--- src/rtl/seg7_pkg.sv ---
// Shared constants for the 74HC595 seven-segment scan driver.
// Holds the active-low glyph table, BCD digit payload type and FSM encoding.
package seg7_pkg;

  localparam int unsigned WORD_W     = 16;
  localparam int unsigned NUM_DIGITS = 4;

  // Active-low segment patterns: bit0=a .. bit6=g, bit7=dp (kept off).
  localparam logic [7:0] GLYPH_BLANK = 8'hFF;
  localparam logic [7:0] GLYPH_DASH  = 8'hBF;
  localparam logic [7:0] GLYPH_C     = 8'hC6;

  // Entry [n] is the glyph for decimal digit n.
  localparam logic [9:0][7:0] GLYPH_DIGITS = {
    8'h90, 8'h80, 8'hF8, 8'h82, 8'h92,
    8'h99, 8'hB0, 8'hA4, 8'hF9, 8'hC0
  };

  typedef struct packed {
    logic [3:0] hundreds;
    logic [3:0] tens;
    logic [3:0] ones;
  } bcd3_t;

  typedef enum logic [2:0] {
    ST_IDLE  = 3'd0,
    ST_LOAD  = 3'd1,
    ST_SHIFT = 3'd2,
    ST_LATCH = 3'd3,
    ST_HOLD  = 3'd4
  } state_e;

  // One-hot digit select byte for the second 595.
  function automatic logic [7:0] digit_select(input logic [1:0] idx);
    return 8'(8'h01 << idx);
  endfunction

endpackage

--- src/rtl/bcd_to_seg7.sv ---
// Combinational BCD to active-low seven-segment decoder.
// Ports: bcd (4-bit digit), blank (force all segments off),
//        seg_c (8-bit active-low pattern, dp off).
module bcd_to_seg7
  import seg7_pkg::*;
(
  input  logic [3:0] bcd,
  input  logic       blank,
  output logic [7:0] seg_c
);

  // Blank wins; any non-decimal code shows a dash.
  always_comb begin
    if (blank) begin
      seg_c = GLYPH_BLANK;
    end else if (bcd > 4'd9) begin
      seg_c = GLYPH_DASH;
    end else begin
      seg_c = GLYPH_DIGITS[bcd];
    end
  end

endmodule

--- src/rtl/seg595_scan_driver.sv ---
// Multiplexed 4-digit display driver through two chained 74HC595s.
// Per digit: LOAD (1 cycle), SHIFT 16 bits MSB first, LATCH, HOLD.
// Ports: clk, rst (sync, active-high), en (scan enable), upd (capture strobe),
//        hundreds/tens/ones (BCD in), sclk/rclk/dio (595 serial interface),
//        busy (not idle), frame_done (pulse in last HOLD cycle of digit 3).
module seg595_scan_driver
  import seg7_pkg::*;
#(
  parameter int unsigned CLK_DIV  = 4,
  parameter int unsigned HOLD_CYC = 50000
) (
  input  logic       clk,
  input  logic       rst,
  input  logic       en,
  input  logic       upd,
  input  logic [3:0] hundreds,
  input  logic [3:0] tens,
  input  logic [3:0] ones,
  output logic       sclk,
  output logic       rclk,
  output logic       dio,
  output logic       busy,
  output logic       frame_done
);

  localparam int unsigned DIV_W  = (CLK_DIV > 1) ? $clog2(CLK_DIV) : 1;
  localparam int unsigned HOLD_W = (HOLD_CYC > 1) ? $clog2(HOLD_CYC) : 1;
  localparam logic [DIV_W-1:0]  DIV_LAST  = DIV_W'(CLK_DIV - 1);
  localparam logic [HOLD_W-1:0] HOLD_LAST = HOLD_W'(HOLD_CYC - 1);
  localparam logic [3:0]        BIT_LAST  = 4'd15;

  state_e              state, state_n;
  logic [1:0]          idx, idx_n;
  logic [DIV_W-1:0]    div_cnt, div_n;
  logic [3:0]          bit_cnt, bit_n;
  logic [HOLD_W-1:0]   hold_cnt, hold_n;
  logic [WORD_W-1:0]   word, word_n;
  logic                sclk_n, rclk_n, dio_n, frame_done_n;
  bcd3_t               staging, display;
  logic [3:0]          mux_bcd;
  logic                mux_blank;
  logic [7:0]          dec_seg_c, seg_c;

  // Pick the digit for the current index with leading-zero blanking.
  always_comb begin
    mux_bcd   = display.ones;
    mux_blank = 1'b0;
    case (idx)
      2'd2: begin
        mux_bcd   = display.tens;
        mux_blank = (display.hundreds == 4'd0) && (display.tens == 4'd0);
      end
      2'd3: begin
        mux_bcd   = display.hundreds;
        mux_blank = (display.hundreds == 4'd0);
      end
      default: ;
    endcase
  end

  bcd_to_seg7 u_dec (
    .bcd   (mux_bcd),
    .blank (mux_blank),
    .seg_c (dec_seg_c)
  );

  assign seg_c = (idx == 2'd0) ? GLYPH_C : dec_seg_c;

  // Next-state, counters and next output values.
  always_comb begin
    state_n  = state;
    idx_n    = idx;
    div_n    = div_cnt;
    bit_n    = bit_cnt;
    hold_n   = hold_cnt;
    word_n   = word;
    sclk_n   = sclk;
    rclk_n   = rclk;
    dio_n    = dio;
    case (state)
      ST_IDLE: begin
        if (en) state_n = ST_LOAD;
      end
      ST_LOAD: begin
        state_n = ST_SHIFT;
        word_n  = {seg_c, digit_select(idx)};
        dio_n   = seg_c[7];
        div_n   = '0;
        bit_n   = '0;
        sclk_n  = 1'b0;
      end
      ST_SHIFT: begin
        div_n = div_cnt + DIV_W'(1);
        if (div_cnt == DIV_LAST) begin
          div_n = '0;
          if (!sclk) begin
            sclk_n = 1'b1;
          end else begin
            // Falling edge of sclk: present the next bit while sclk is low.
            sclk_n = 1'b0;
            if (bit_cnt == BIT_LAST) begin
              state_n = ST_LATCH;
              rclk_n  = 1'b1;
            end else begin
              bit_n  = bit_cnt + 4'd1;
              word_n = {word[WORD_W-2:0], word[WORD_W-1]};
              dio_n  = word[WORD_W-2];
            end
          end
        end
      end
      ST_LATCH: begin
        div_n = div_cnt + DIV_W'(1);
        if (div_cnt == DIV_LAST) begin
          div_n   = '0;
          rclk_n  = 1'b0;
          hold_n  = '0;
          state_n = ST_HOLD;
        end
      end
      ST_HOLD: begin
        hold_n = hold_cnt + HOLD_W'(1);
        if (hold_cnt == HOLD_LAST) begin
          hold_n  = '0;
          idx_n   = idx + 2'd1;
          state_n = en ? ST_LOAD : ST_IDLE;
        end
      end
      default: state_n = ST_IDLE;
    endcase
    // Registered pulse lands on the final HOLD cycle of digit 3.
    frame_done_n = (state_n == ST_HOLD) && (hold_n == HOLD_LAST) && (idx_n == 2'd3);
  end

  // State, datapath and output registers.
  always_ff @(posedge clk) begin
    if (rst) begin
      state      <= ST_IDLE;
      idx        <= '0;
      div_cnt    <= '0;
      bit_cnt    <= '0;
      hold_cnt   <= '0;
      word       <= '0;
      sclk       <= 1'b0;
      rclk       <= 1'b0;
      dio        <= 1'b0;
      busy       <= 1'b0;
      frame_done <= 1'b0;
      staging    <= '0;
      display    <= '0;
    end else begin
      state      <= state_n;
      idx        <= idx_n;
      div_cnt    <= div_n;
      bit_cnt    <= bit_n;
      hold_cnt   <= hold_n;
      word       <= word_n;
      sclk       <= sclk_n;
      rclk       <= rclk_n;
      dio        <= dio_n;
      busy       <= (state_n != ST_IDLE);
      frame_done <= frame_done_n;
      if (upd) staging <= {hundreds, tens, ones};
      // Frame-coherent copy: uses staging as it stood before this edge.
      if ((state == ST_LOAD) && (idx == 2'd0)) display <= staging;
    end
  end

endmodule

--- config.mk ---
export PLATFORM = sky130hd
export DESIGN_NAME = seg595_scan_driver
export DESIGN_NICKNAME = d
export VERILOG_FILES = /design/src/rtl/seg7_pkg.sv /design/src/rtl/bcd_to_seg7.sv /design/src/rtl/seg595_scan_driver.sv
export SDC_FILE = /design/constraint.sdc
export NUM_CORES = 1
export LEC_CHECK = 0
export BUFFER_PORTS_ARGS = -buffer_cell sky130_fd_sc_hd__clkbuf_2
export CELL_PAD_IN_SITES_DETAIL_PLACEMENT = 1
export CELL_PAD_IN_SITES_GLOBAL_PLACEMENT = 1
export CORE_MARGIN = 5
export CORE_UTILIZATION = 40
export CTS_CLUSTER_DIAMETER = 60
export CTS_CLUSTER_SIZE = 8
export DETAILED_ROUTE_END_ITERATION = 16
export PLACE_DENSITY = 0.68
export SYNTH_ARGS = -nofsm -noshare
export SYNTH_HDL_FRONTEND = slang
export SYNTH_SLANG_ARGS = --single-unit
export TNS_END_PERCENT = 50
--- constraint.sdc ---
create_clock -name clk -period 7.8 [get_ports clk]
set_input_delay 1.56 -clock clk [delete_from_list [all_inputs] [get_ports clk]]
set_output_delay 1.56 -clock clk [all_outputs]
set_load 0.005 [all_outputs]
==> metrics <==
Max Cap Viol 0; post-layout worst setup margin 5033 ps; CTS Hold Bufs 0; Pins Over Slew Limit 0; maximum VDD drop around 0.091 mV; die span in x 104.6 um; status finished clean; I/O pins 21; CP Cell Sequence inv_1 -> ha_1 -> a22o_1 -> a21oi_1 -> ha_1 -> nor2_1 -> nor3_1 -> o2bb2ai_1 -> a21o_1 -> a221oi_1 -> nor3_1; PortBufs 20; RSZ-0062 raised after global routing false; vias in the first global route about 3000; most common flop cell mapped by yosys dfxtp_1; M1 GR Usage roughly a quarter; Worst Hold Class flop to flop; H-tree depth 3; clock sinks 71; Syn Area/Cell 8.245 sq um; synth unique cells 65; number of routed nets with antenna violations 0; most numerous cell in the Yosys netlist dfxtp_1; synth top area cells dfxtp_1 40%, nand2_1 6.1%, a21oi_1 5.9%; CP Depth 11; biggest area consumer among synthesized cells dfxtp_1; Synth top area share 39.72%; WP buf/inv 1; Synth top cells by count 71 x dfxtp_1, 58 x nand2_1, 52 x nor2_1; Worst-path clk slew 80 ps; Root Driver clkbuf_8; DRC viols 0; Final min period 2767 ps; post_cts resized 0; Vias/cell 5.653; worst-path fanout max 8; worst slack at placement 4906 ps; cells after synthesis 434; Setup CP Type flop to flop; clock buffer depth 2; register area share after synthesis 39.72%; crit path DAT 2970 ps; area grow syn2layout 10.07%; hold path depth 2; 1st-iter DRT viols 97; met2 Resource Use GR 25.25%; gr usage total 16.84%; worst slew pin tran 729.5 ps; Final #Nets 469; DR WL/cell 16.26 um; clock network latency to the later pin of the worst-skew pair 350 ps; Worst Path Required around 8000 ps; TritonRoute pass-1 iters 4; antenna violations before repair 0; Top Family by Delay on Critical Path compound AO/OA/AOI/OAI gates; hpwl dp 5984 um; post-CTS setup buffers 0; gpl congestion 0.7826; vias 3132; Crit-path slowest cell dfxtp_1; CP max stage delay 380 ps; crit end category flop; routing usage on met3 4.069%; Synth Register Bits 71; Die H 104.6 um; Rel. slew slack 51.37%; asr flop ratio synth 0%; Starting Density 41.03%; Post-synth EDFFs 0; endpoints failing hold 0; Leak approximately 0.0015 uW; core area between 8000 and 9000 sq um; grt total ovfl 0; die area approximately 11000 sq um; Synthesized Nets roughly 460; first-pass GRT wire length 15370 um; ant diodes 0; Final period util 35.47%; fraction of layout cells with a size suffix above 1 12.78%; Setup crit start kind flop; CTS tree done; R2R depth 11; Final Setup Violations 0; total length of routed wires 9009 um; largest net degree at the start of global routing 70; Num CTS Buffers 9; TNS Setup 0 ps; busiest grt layer met2; pwr dens around 200 nW/um^2; Syn Std Cell Area 3578 sq um; Max Freq 361.4 MHz; synth warn 0; Cell Rows 34; clk_skew 9.505 ps
final timing paths:
kind / startpoint / to / slack (ps)
worst max-delay path: idx[0] / word[11] / 5030
worst min-delay path: staging[4] / display[4] / 460
worst max register to register: idx[0] / word[11] / 5030
worst min register to register: staging[4] / display[4] / 460
power by group:
group	internal (uW)	switching, uW	total [uW]
Clock	185	159	344
Sequential	375	9.45	384
Combinational	21.3	34.2	55.5
Total	581	203	784
logic make-up (layout without fill, tap and decap cells):
| logic type | count (synthesis) | after routing | share of synthesized area, % |
|---|---|---|---|
| AO/OA/AOI/OAI | 109 | 109 | 19.48 |
| XOR/XNOR | 3 | 3 | 0.7344 |
| adder cells (fa/ha/maj) | 12 | 12 | 4.196 |
| buffers and inverters | 34 | 46 | 4.405 |
| flip-flops | 71 | 71 | 39.72 |
| multiplexers | 15 | 15 | 4.266 |
| AND/OR/NAND/NOR | 190 | 190 | 27.20 |
cell type report:
class                   count  area, sq um
well taps                 108        135.1
clock buffers               9        123.9
inverters                   6        22.52
fillers                  1083         4782
flip-flops and latches     71         1421
multi-input cells         329         1999
clock inverters             7        106.4
repair buffers             24        130.1
cell usage in the layout (no fill, tap or decap), types with 3 or more instances in the layout:
master    synthesis  routed
buf_4             0       4
a22o_1            5       5
o221ai_1          3       3
mux2i_1          13      13
nand3_1          13      13
nand2_1          58      58
nor3b_1           3       3
nor3_1           12      12
a21o_1            5       5
and3_1            3       3
nor2b_1           5       5
a31oi_1           8       8
ha_1             12      12
a311oi_1          6       6
clkinv_4          0       4
inv_1             6       6
nand4_1           6       6
or3_1             5       5
clkbuf_8          0       9
o21ai_0          18      18
nor4_1            5       5
dfxtp_1          71      71
nor2_1           52      52
a21oi_1          42      42
clkbuf_2          1      20
worst min-delay path, delay by kind of cell (launching register included):
family	cells	cell delay, ps
AO/OA/AOI/OAI	1	50
flip-flops	1	320
AND/OR/NAND/NOR	1	50
state kept, by name (all words and copies together), names as in the netlist:
name	count
idx	2
dio	1
hold_cnt	16
bit_cnt	4
word	15
busy	1
staging	12
frame_done	1
state	3
div_cnt	2
display	12
sclk	1
rclk	1
metrics by stage:
stage	cell area (sq um)	instances	util, %	power [uW]	hold WS, ps
after global routing	3939	554	45.17	820.9	477.6
after floorplan	3578	434	-	431.1	430.6
after detailed placement	3709	538	42.53	448.9	451.0
after global placement	3709	538	42.53	447.1	444.1
final	3939	554	45.17	783.7	458.4
after CTS	3939	554	45.17	793.9	463.0
per-layer routing:
layer,part of all wire [%],vias to the layer above
li1,-,1578
met1,50,1499
met2,44,44
met3,4.0,11
met4,1.5,0
met5,0,-
(Power assumes the default switching activity.)
